`src/rtl/zbt_song_sequencer.sv`:
```
// ZBT transport controller: play/record/pause/stop sequencing,
// word addressing inside each song region and per-song lengths.
module zbt_song_sequencer #(
  parameter int WORD_W = 16,
  parameter int SPW    = 3
) (
  input  logic              clk,
  input  logic              reset,
  input  logic              ready,
  input  logic              play_req,
  input  logic              record_req,
  input  logic              stop_req,
  input  logic              pause_toggle,
  input  logic [3:0]        song_sel,
  output logic              start_song,
  output logic [3:0]        song_choice,
  output logic              record_mode,
  output logic              pause_song,
  output logic              song_done,
  output logic [WORD_W+2:0] addr,
  output logic              busy
);

  localparam int SW = (SPW > 1) ? $clog2(SPW) : 1;
  localparam logic [SW-1:0] SLAST = SW'(SPW - 1);
  localparam logic [WORD_W-1:0] WMAX = '1;

  typedef enum logic [2:0] {
    IDLE, ARM, RUN, PAUSED, DONE
  } state_t;

  state_t            state, state_n;
  logic [WORD_W-1:0] word, word_n;
  logic [SW-1:0]     samp, samp_n;
  logic [3:0]        choice_n;
  logic              rec_n;
  logic              len_we;
  logic [WORD_W-1:0] len_val;
  logic [WORD_W-1:0] len_q [16];
  logic [WORD_W-1:0] cur_len;

  assign cur_len = len_q[song_choice];
  assign addr    = {song_choice[2:0], word};

  always_comb begin
    state_n  = state;
    word_n   = word;
    samp_n   = samp;
    choice_n = song_choice;
    rec_n    = record_mode;
    len_we   = 1'b0;
    len_val  = word;
    unique case (state)
      IDLE, DONE: begin
        if (stop_req) begin
          state_n = IDLE;
        end else if (record_req || play_req) begin
          state_n  = ARM;
          choice_n = song_sel;
          rec_n    = record_req;
          word_n   = '0;
          samp_n   = '0;
        end
      end
      ARM: begin
        if (!record_mode && cur_len == '0)
          state_n = DONE;
        else
          state_n = RUN;
      end
      RUN, PAUSED: begin
        if (stop_req) begin
          len_we  = record_mode;
          state_n = DONE;
        end else if (pause_toggle) begin
          state_n = (state == RUN) ? PAUSED : RUN;
        end else if (state == RUN && ready) begin
          if (samp == SLAST) begin
            samp_n = '0;
            // a full region ends the take instead of wrapping
            if (record_mode && word == WMAX) begin
              len_we  = 1'b1;
              len_val = WMAX;
              state_n = DONE;
            end else begin
              word_n = word + 1'b1;
              if (!record_mode && word_n == cur_len)
                state_n = DONE;
            end
          end else begin
            samp_n = samp + 1'b1;
          end
        end
      end
      default: state_n = IDLE;
    endcase
  end

  always_ff @(posedge clk) begin
    if (!reset) begin
      state       <= IDLE;
      word        <= '0;
      samp        <= '0;
      song_choice <= '0;
      record_mode <= 1'b0;
      start_song  <= 1'b0;
      pause_song  <= 1'b0;
      song_done   <= 1'b0;
      busy        <= 1'b0;
    end else begin
      state       <= state_n;
      word        <= word_n;
      samp        <= samp_n;
      song_choice <= choice_n;
      record_mode <= rec_n;
      start_song  <= (state_n == ARM);
      pause_song  <= (state_n == PAUSED);
      song_done   <= (state_n == DONE);
      busy        <= (state_n == ARM) ||
                     (state_n == RUN) ||
                     (state_n == PAUSED);
    end
  end

  always_ff @(posedge clk) begin
    if (!reset) begin
      for (int i = 0; i < 16; i++)
        len_q[i] <= '0;
    end else if (len_we) begin
      len_q[song_choice] <= len_val;
    end
  end

endmodule

```
`config.mk`:
```
export PLATFORM = sky130hd
export DESIGN_NAME = zbt_song_sequencer
export DESIGN_NICKNAME = d
export VERILOG_FILES = /design/src/rtl/zbt_song_sequencer.sv
export SDC_FILE = /design/constraint.sdc
export NUM_CORES = 1
export LEC_CHECK = 0
export ABC_AREA = 1
export BUFFER_PORTS_ARGS = -buffer_cell sky130_fd_sc_hd__buf_4
export CORE_MARGIN = 2
export CORE_UTILIZATION = 40
export DETAILED_ROUTE_END_ITERATION = 10
export HOLD_SLACK_MARGIN = 0.02
export SLEW_MARGIN = 25
export SYNTH_ARGS = -nofsm -noshare
export SYNTH_HDL_FRONTEND = slang
export SYNTH_SLANG_ARGS = --single-unit
```
`constraint.sdc`:
```
create_clock -name clk -period 8.56 [get_ports clk]
set_clock_uncertainty 0.15 [all_clocks]
set_input_delay 0.856 -clock clk [delete_from_list [all_inputs] [get_ports clk]]
set_output_delay 0.856 -clock clk [all_outputs]
set_load 0.01 [all_outputs]
```
==> flow_metrics.env, run 1 <==
export IMPL_status="finished, final reports clean"
export IMPL_required_ps=8590
export IMPL_fmax_mhz=223
export IMPL_seq_area_frac_synth_pct=61.7
export IMPL_yosysWarnings=0
export IMPL_cts_buffer_depth=3
export IMPL_clkLatencyLatePin_ps=560
export IMPL_clkSinkCount=290
export IMPL_tns_ps=0
export IMPL_grt_pass1_wl_um=59400
export IMPL_fin_crit_ps=4490
export IMPL_critPathMaxFanout=19
export IMPL_hold_violations=0
export IMPL_fin_util_pct=44.9
export IMPL_tightest_slew_ps=1080
export IMPL_gp_congestion=0.918
export IMPL_end_kind="register"
export IMPL_ctsHoldBuffers=0
export IMPL_yosys_register_bits=290
export IMPL_numCtsBuffers=31
export IMPL_crit_type="reg2reg"
export IMPL_drc_errors=0
export IMPL_cts_root_buffer="clkbuf_16"
export IMPL_syn_num_nets=1536
export IMPL_cpPeakStageDelay_ps=710
export IMPL_clkTransAtPathRegs_ps=60
export IMPL_grt_pass1_vias=9967
export IMPL_pin_count=39
export IMPL_diodes=0
export IMPL_routed_via_density=5.30
export IMPL_swShare_pct=24.9
export IMPL_vias=10474
export IMPL_place_hpwl_um=25100
export IMPL_rsz0062_at_grt="false"
export IMPL_ir_worst_vdd_uv=143
export IMPL_syn_inst=1524
export IMPL_cp_cell_sequence="clkinv_1 -> nor4_1 -> nor3b_2 -> inv_2 -> nor4_2 -> o21a_2 -> inv_2 -> nor3_1 -> nand2_1 -> nand2_1"
export IMPL_wl_per_cell_um=20.1
export IMPL_critical_path_arrival_ps=4520
export IMPL_die_x_um=188
export IMPL_avgSynthCellArea_um2=8.90
export IMPL_relSlewSlack_pct=27.8
export IMPL_cts_tree="yes"
export IMPL_hp_class="reg2reg"
export IMPL_finalCritPeriodShare_pct=52.5
export IMPL_synth_edf_count=256
export IMPL_p_per_area_nw_per_um2=212
export IMPL_syn2layout_area_growth_pct=10.7
export IMPL_layout_cells_non_filler=1976
export IMPL_leakagePower_nw=5.51
export IMPL_grt_overflow=0
export IMPL_cts_setup_buffers=0
export IMPL_p_sw_uw=792
export IMPL_grt_use_total_pct=22.3
export IMPL_power_mw=3.18
export IMPL_antenna_found_initial=0
export IMPL_htree_levels=1
export IMPL_timing_hold_ws_ps=362
export IMPL_cts_resized=0
export IMPL_die_area_um2=35400
export IMPL_cp_start_kind="register"
export IMPL_n_fill_cell=3252
export IMPL_dpl_cell_count=1921
export IMPL_fin_nets=1518
export IMPL_route_final_wire_length_um=39600
export IMPL_p_int_mw=2.39
export IMPL_drtPass1Iterations=6
export IMPL_drive_gt1_share_pct=6.94
export IMPL_start_util_pct=40.6
export IMPL_synthFlopType="edfxtp_1"
export IMPL_async_reset_ff_share_pct=0
export IMPL_cpMaxStageDelayCell="clkinv_1"
export IMPL_port_buffer_count=38
export IMPL_drv_cap=0
export IMPL_die_y_um=188
export IMPL_drtAntennaViolNets=0
export IMPL_rows=67
export IMPL_clockPowerShare_pct=39.6
export IMPL_finalMaxSlewViolations=0
export IMPL_p_comb_share_pct=9.6
export IMPL_drtIter0Drc=1183
export IMPL_grt_max_degree=97
export IMPL_synthDistinctLibCells=32
export IMPL_final_setup_viol_count=0
export IMPL_seq_power_share_pct=50.8
export IMPL_netlist_area_um2=13600
export IMPL_core_um2=33400
power groups by stage:
stage	logic (mW)	clock network, mW	registers, mW
final	0.306	1.26	1.62
after global routing	0.341	1.32	1.62
after CTS	0.303	1.27	1.62
after detailed placement	0.302	0	1.64
after global placement	0.300	0	1.64
after floorplan	0.213	0	1.63
cells by family after synthesis:
kind of cell,share of synthesized area (%)
adders and majority gates,0.0922
xor gates and xnor gates,0.774
DFF,61.7
buffers and inverters,5.66
AOI/OAI and AO/OA,2.92
and+or+nand+nor,28.9
per-layer routing:
layer	share of wire [%]	track usage, %	vias to the layer above	wire, µm
met2	47	37.1	431	18800
met3	6.9	2.40	84	2730
met4	3.8	7.78	0	1510
met5	0	0	-	0
li1	-	-	4971	-
met1	42	30.6	4988	16600
Yosys cell counts, types with 5 or more instances:
cell | instances | share of area, %
a21oi_1 | 25 | 0.92
buf_1 | 17 | 0.47
buf_2 | 11 | 0.41
clkbuf_1 | 63 | 1.7
clkinv_1 | 8 | 0.22
dfxtp_1 | 34 | 5.0
edfxtp_1 | 256 | 57
inv_1 | 90 | 2.5
inv_2 | 6 | 0.17
nand2_1 | 386 | 11
nand3_1 | 195 | 7.2
nand4_1 | 8 | 0.37
nor2_1 | 342 | 9.5
nor3_1 | 5 | 0.18
o211ai_1 | 7 | 0.39
o21ai_0 | 34 | 1.3
xor2_1 | 11 | 0.71
metrics by stage:
stage | area [µm²] | worst slack (ps)
2_1_floorplan | 13600 | 5380
6_report | 15000 | 4070
3_5_place_dp | 14100 | 3880
3_3_place_gp | 14100 | 3980
4_1_cts | 15000 | 4160
5_1_grt | 15000 | 3780
cells in the final DEF, fill, tap and decap left out, types with 2 or more instances in the layout:
cell type	instances
clkinv_2	7
inv_1	87
o21ai_0	34
nor3_1	5
nor3_4	2
clkbuf_1	7
nor2_1	342
nor3_2	2
xor2_1	11
a211oi_1	3
buf_4	43
o211ai_1	7
nor4_1	4
edfxtp_1	256
bufinv_16	2
inv_2	8
clkbuf_16	31
clkinv_1	15
nand2_1	386
nand4_1	8
nand3_1	195
dfxtp_1	32
nand3_2	2
a21oi_1	25
a31oi_1	2
cell type report:
class	instances	area (µm²)	area share [%]
Sequential cell	290	8370	55.7
Inverter	104	392	2.61
Clock inverter	17	135	0.899
Multi-Input combinational cell	1036	4440	29.5
Timing Repair Buffer	43	323	2.15
Clock buffer	38	802	5.34
Tap cell	448	561	3.73
critical path, delay by kind of cell, from the launching register on:
| kind | cells | cell delay, ps |
|---|---|---|
| and+or+nand+nor | 6 | 2440 |
| buffers and inverters | 3 | 890 |
| DFF | 1 | 380 |
| AOI/OAI and AO/OA | 1 | 250 |
worst paths after layout:
| kind | from | endpoint | slack (ps) | depth (start not counted) |
|---|---|---|---|---|
| worst max-delay path | word[14] | len_q[2][4] | 4070 | 10 |
| worst max register to register | word[14] | len_q[2][4] | 4070 | 10 |
| worst min-delay path | word[3] | word[3] | 360 | 2 |
| worst min register to register | word[3] | word[3] | 360 | 2 |
state kept, by name, summed over array words and instances, names as in the netlist, named ones only:
name / count
song_done: 1
len_q: 256
word: 16
start_song: 1
song_choice: 4
busy: 1
state: 3
samp: 2
pause_song: 1
record_mode: 1
(Power assumes the default switching activity.)
==> run 2, diff against run 1 <==
==> constraint.sdc (replaced) <==
create_clock -name clk -period 4.2 [get_ports clk]
set_clock_uncertainty 0.15 [all_clocks]
set_input_delay 0.42 -clock clk [delete_from_list [all_inputs] [get_ports clk]]
set_output_delay 0.42 -clock clk [all_outputs]
set_load 0.01 [all_outputs]
==> run 2 against run 1 <==
Net effect:
- combinational power up 120%
- critical endpoint is now len_q[11][2]
- die area unchanged
- setup slack worse by 3600 ps
- worst hold slack worse by 320 ps
==> flow_metrics.env, run 2 (synthesis gave the netlist of run 1 again) <==
export IMPL_drtPass1Iterations=6
export IMPL_crit_type="reg2reg"
export IMPL_r2r_cells=12
export IMPL_final_setup_viol_count=0
export IMPL_cpPeakStageDelay_ps=520
export IMPL_cpMaxStageDelayCell="nand2_1"
export IMPL_wl_met2_um=18500
export IMPL_drtIter0Drc=1145
export IMPL_final_common_cell="nand2_1"
export IMPL_tns_ps=0
export IMPL_die_y_um=188
export IMPL_finalCritPeriodShare_pct=88.0
export IMPL_cts_tree="yes"
export IMPL_relSlewSlack_pct=28.2
export IMPL_grt_pass1_wl_um=59000
export IMPL_reg_top3="len_q: 256 flops, word: 16 flops, song_choice: 4 flops"
export IMPL_routed_via_density=5.30
export IMPL_top_register="len_q"
export IMPL_hp_class="in2reg"
export IMPL_hold_start="song_sel[2]"
export IMPL_vias=10640
export IMPL_r2r_start="word[4]"
export IMPL_cp_start_kind="register"
export IMPL_clkLatencyLatePin_ps=570
export IMPL_rsz0062_at_grt="false"
export IMPL_grt_overflow=0
export IMPL_drc_errors=0
export IMPL_hold_violations=0
export IMPL_clkSinkCount=290
export IMPL_timing_hold_ws_ps=42.4
export IMPL_ir_worst_vdd_uv=371
export IMPL_drt_met1_wl_um=16000
export IMPL_grt_pass1_vias=9992
export IMPL_status="finished, final reports clean"
export IMPL_highest_layer="met4"
export IMPL_fin_area_um2=15500
export IMPL_core_um2=33400
export IMPL_htree_levels=1
export IMPL_end_kind="register"
export IMPL_wl_met3_um=2930
export IMPL_place_hpwl_um=24500
export IMPL_finalMaxSlewViolations=0
export IMPL_dpl_cell_area_um2=14400
export IMPL_p_per_area_nw_per_um2=447
export IMPL_antenna_found_initial=1
export IMPL_drv_cap=0
export IMPL_critical_path_arrival_ps=3730
export IMPL_die_area_um2=35400
export IMPL_drtAntennaViolNets=0
export IMPL_port_buffer_count=38
export IMPL_largest_reg_flops=256
export IMPL_wl_per_cell_um=19.4
export IMPL_syn2layout_area_growth_pct=14.0
export IMPL_rows=67
export IMPL_fmax_mhz=271
export IMPL_layout_common_cells="nand2_1 (386), nor2_1 (342), edfxtp_1 (256), nand3_1 (195), inv_1 (87)"
export IMPL_route_final_wire_length_um=39000
export IMPL_diodes=0
export IMPL_numCtsBuffers=31
export IMPL_die_x_um=188
export IMPL_clkTransAtPathRegs_ps=60
export IMPL_cpMostUsedCell="inv_2"
export IMPL_fin_crit_ps=3690
export IMPL_drive_gt1_share_pct=8.97
export IMPL_pin_count=39
export IMPL_cts_root_buffer="clkbuf_16"
export IMPL_start_util_pct=40.6
export IMPL_whs_path_depth=3
export IMPL_grt_use_total_pct=21.9
export IMPL_critPathMaxFanout=17
export IMPL_grt_max_degree=136
export IMPL_cts_buffer_depth=3
export IMPL_fin_nets=1548
export IMPL_leakagePower_nw=5.75
export IMPL_required_ps=4230
export IMPL_crit_start="word[4]"
export IMPL_power_mw=6.91
export IMPL_cts_resized=0
export IMPL_gp_congestion=0.889
export IMPL_tightest_slew_ps=1080
export IMPL_cp_cell_sequence="inv_2 -> nor3_4 -> nand3_1 -> nor3b_2 -> inv_2 -> nor4_2 -> o21a_2 -> inv_2 -> nor3_4 -> nand3_2 -> buf_4 -> nand2_1"
run 2: changes by cell type in the layout (fill, tap and decap cells not counted), sizes merged:
cell | previous run | this run
dlygate4sd3 | 0 | 1
buf | 43 | 72
clkbuf | 38 | 36
clkinvlp | 1 | 0
bufinv | 2 | 8
run 2: per-layer routing:
layer / up-vias / global-route usage, %
li1: 5034 / -
met1: 5092 / 29.8
met2: 429 / 35.4
met3: 85 / 3.20
met4: 0 / 8.45
met5: - / 0
run 2: layout make-up:
cell class / count / area, µm²
Clock buffer: 36 / 805
Sequential cell: 290 / 8370
Tap cell: 448 / 561
Fill cell: 3173 / 18000
Inverter: 104 / 392
Timing Repair Buffer: 73 / 601
Clock inverter: 22 / 310
Multi-Input combinational cell: 1036 / 4430
run 2: critical path, delay by kind of cell (launching register included):
kind            cells  cell delay, ps
flops               1             420
compound gates      1             250
simple gates        7            1880
buf+inv             4             600
run 2: worst paths after layout:
path / slack [ps] / end
setup / recovery: 510 / len_q[11][2]
hold / removal: 40 / song_choice[2]
setup reg to reg: 510 / len_q[11][2]
hold reg to reg: 360 / word[15]
run 2: what timing repair did:
action / CTS / global route
hold buffers: 1 / 0
buffers inserted: 0 / 0
endpoints found under the hold margin: 1 / 0
run 2: power breakdown:
part	switching (mW)	total (mW)	internal [mW]	leakage, nW
Clock	1.12	2.98	1.86	0.549
Sequential	0.0454	3.28	3.23	2.88
Combinational	0.476	0.658	0.183	2.32
run 2: metrics by stage:
stage	worst slack, ps	std cells	utilization [%]
after floorplan	1020	1524	-
after global placement	680	1950	42.9
after detailed placement	592	1950	42.9
after CTS	551	2009	46.3
after global routing	298	2009	46.3
final	506	2009	46.3
==> run 3, diff against run 2 <==
--- a/config.mk
+++ b/config.mk
@@ -5,7 +5,6 @@
 export SDC_FILE = /design/constraint.sdc
 export NUM_CORES = 1
 export LEC_CHECK = 0
-export ABC_AREA = 1
 export BUFFER_PORTS_ARGS = -buffer_cell sky130_fd_sc_hd__buf_4
 export CORE_MARGIN = 2
 export CORE_UTILIZATION = 40
==> run 3 against run 2 <==
Net effect:
- combinational power shrank 17%
- utilization is 0.90 points higher
- register-to-register slack worse by 120 ps
- flip-flop and latch count stayed put
- clock power down 2%
- sequential power barely moved
- largest cell class unchanged
==> flow_metrics.env, run 3 <==
export IMPL_status="finished, final reports clean"
export IMPL_wl_met2_um=18300
export IMPL_drtIter0Drc=934
export IMPL_async_reset_ff_share_pct=0
export IMPL_die_y_um=189
export IMPL_synth_top_area_cell="edfxtp_1"
export IMPL_numCtsBuffers=30
export IMPL_multi_input_area_um2=4830
export IMPL_cpMostUsedCell="and3_1"
export IMPL_cts_resized=0
export IMPL_grt_use_total_pct=21.4
export IMPL_clkSinkCount=290
export IMPL_drc_errors=0
export IMPL_seq_area_frac_synth_pct=61.5
export IMPL_relSlewSlack_pct=34.1
export IMPL_port_buffer_count=38
export IMPL_grt_overflow=0
export IMPL_clkTransAtPathRegs_ps=70
export IMPL_ir_worst_vdd_uv=252
export IMPL_fin_crit_ps=3810
export IMPL_drt_met1_wl_um=16000
export IMPL_critical_path_arrival_ps=4120
export IMPL_start_util_pct=40.6
export IMPL_drtPass1Iterations=5
export IMPL_swShare_pct=22.6
export IMPL_avgSynthCellArea_um2=13.3
export IMPL_leakagePower_nw=5.96
export IMPL_cpMaxStageDelayCell="dfxtp_2"
export IMPL_drive_gt1_share_pct=21.1
export IMPL_clkLatencyLatePin_ps=560
export IMPL_final_setup_viol_count=0
export IMPL_wl_per_cell_um=24.3
export IMPL_final_seq_area_um2=8370
export IMPL_netlist_area_um2=13600
export IMPL_synth_area_leaders="edfxtp_1 (56%), mux4_2 (9.3%), and3_1 (6.8%), dfxtp_1 (5.0%), and2_1 (2.6%)"
export IMPL_synth_edf_count=256
export IMPL_drv_cap=0
export IMPL_hold_violations=0
export IMPL_p_sw_mw=1.53
export IMPL_hp_class="in2reg"
export IMPL_yosysTopAreaCellShare_pct=56.5
export IMPL_layout_common_cells="edfxtp_1 (256), and3_1 (149), buf_4 (99), nor2_1 (90), nand2_1 (60)"
export IMPL_finalMaxSlewViolations=0
export IMPL_route_final_wire_length_um=37400
export IMPL_rrSetupSlack_ps=390
export IMPL_grt_pass1_vias=8660
export IMPL_cp_start_kind="register"
export IMPL_highest_layer="met4"
export IMPL_hold_start="play_req"
export IMPL_final_common_cell="edfxtp_1"
export IMPL_critPathMaxFanout=21
export IMPL_cts_buffer_depth=3
export IMPL_reg_top3="len_q: 256 flops, word: 16 flops, song_choice: 4 flops"
export IMPL_wl_met3_um=2250
export IMPL_required_ps=4500
export IMPL_die_area_um2=35500
export IMPL_diodes=0
export IMPL_place_hpwl_um=25000
export IMPL_htree_levels=1
export IMPL_syn_num_nets=1034
export IMPL_fmax_mhz=262
export IMPL_top_register="len_q"
export IMPL_tns_ps=0
export IMPL_yosysWarnings=0
export IMPL_tightest_slew_ps=988
export IMPL_antenna_found_initial=2
export IMPL_p_comb_share_pct=8.0
export IMPL_p_int_mw=5.25
export IMPL_synthFlopType="edfxtp_1"
export IMPL_synthDistinctLibCells=56
export IMPL_cp_cell_sequence="buf_4 -> mux4_2 -> mux2_2 -> nand2b_1 -> and3_1 -> or4_1 -> nor4_1 -> o2111ai_1 -> and3_1 -> o31a_1"
export IMPL_drtAntennaViolNets=0
export IMPL_end_kind="register"
export IMPL_clockPowerShare_pct=43.2
export IMPL_synth_most_common_cell="edfxtp_1"
export IMPL_cts_tree="yes"
export IMPL_cpPeakStageDelay_ps=730
export IMPL_cts_root_buffer="clkbuf_16"
export IMPL_grt_max_degree=45
export IMPL_grt_pass1_wl_um=56900
export IMPL_pin_count=39
export IMPL_synthTopCellsByCount="edfxtp_1 (256), and3_1 (149), nor2_1 (94)"
export IMPL_fin_nets=1082
export IMPL_cts_setup_buffers=0
export IMPL_vias=8784
export IMPL_ctsHoldBuffers=4
export IMPL_crit_type="reg2reg"
export IMPL_syn2layout_area_growth_pct=16.2
export IMPL_core_um2=33500
export IMPL_gp_congestion=0.885
export IMPL_largest_reg_flops=256
export IMPL_rows=67
export IMPL_n_fill_cell=2941
export IMPL_die_x_um=189
export IMPL_syn_inst=1022
export IMPL_rsz0062_at_grt="false"
export IMPL_yosys_register_bits=290
export IMPL_seq_power_share_pct=48.8
export IMPL_p_per_area_nw_per_um2=429
export IMPL_finalCritPeriodShare_pct=90.8
export IMPL_routed_via_density=5.70
export IMPL_fin_util_pct=47.2
-- run 3: cell types whose count changed after synthesis, moves of 57 or more --
cell     change
and3_1     +149
nor2_1     -248
nand3_1    -180
nand2_1    -326
inv_1       -87
and2_1      +57
-- run 3: cell families (layout without fill, tap and decap cells) --
logic type	count (synthesis)	after routing	synth area share [%]
compound gates	70	70	3.57
xor+xnor	27	27	1.74
fa+ha+maj	1	1	0.0919
buf+inv	101	172	3.21
flops	290	290	61.5
mux	89	89	12.4
simple gates	444	444	17.5
-- run 3: critical path: cells and delay by family (launching register included) --
kind	cells	cell delay (ps)
compound gates	2	540
buf+inv	1	270
mux	2	570
flops	1	730
simple gates	5	1410
-- run 3: worst paths after layout --
kind / endpoint / depth (start not counted)
worst max-delay path: busy / 10
worst min-delay path: record_mode / 4
worst max register to register: busy / 10
worst min register to register: samp[1] / 2
-- run 3: layout make-up --
cell class / count / area share, %
flip-flops and latches: 290 / 52.9
multi-input cells: 631 / 30.6
repair buffers: 111 / 5.96
clock buffers: 32 / 4.93
well taps: 448 / 3.54
clock inverters: 23 / 1.92
inverters: 6 / 0.142
-- run 3: routing by layer --
metal	vias to the layer above	track usage, %
li1	3927	-
met1	4492	30.2
met2	305	35.5
met3	60	2.29
met4	0	5.29
met5	-	0
-- run 3: power groups by stage --
stage | sequential [mW] | clock (mW) | combinational [mW]
5_1_grt | 3.32 | 3.06 | 0.579
4_1_cts | 3.31 | 2.96 | 0.544
3_5_place_dp | 3.37 | 0 | 0.540
2_1_floorplan | 3.33 | 0 | 0.352
3_3_place_gp | 3.37 | 0 | 0.537
6_report | 3.31 | 2.93 | 0.543
-- run 3: stage by stage --
step	std cells	hold slack (ps)	total power [mW]	area [µm²]	setup slack, ps
2_1_floorplan	1022	311	3.69	13600	814
3_3_place_gp	1482	324	3.91	14700	460
3_5_place_dp	1482	344	3.91	14700	420
4_1_cts	1541	37.8	6.81	15800	414
5_1_grt	1541	125	6.96	15800	264
6_report	1541	60.6	6.78	15800	386
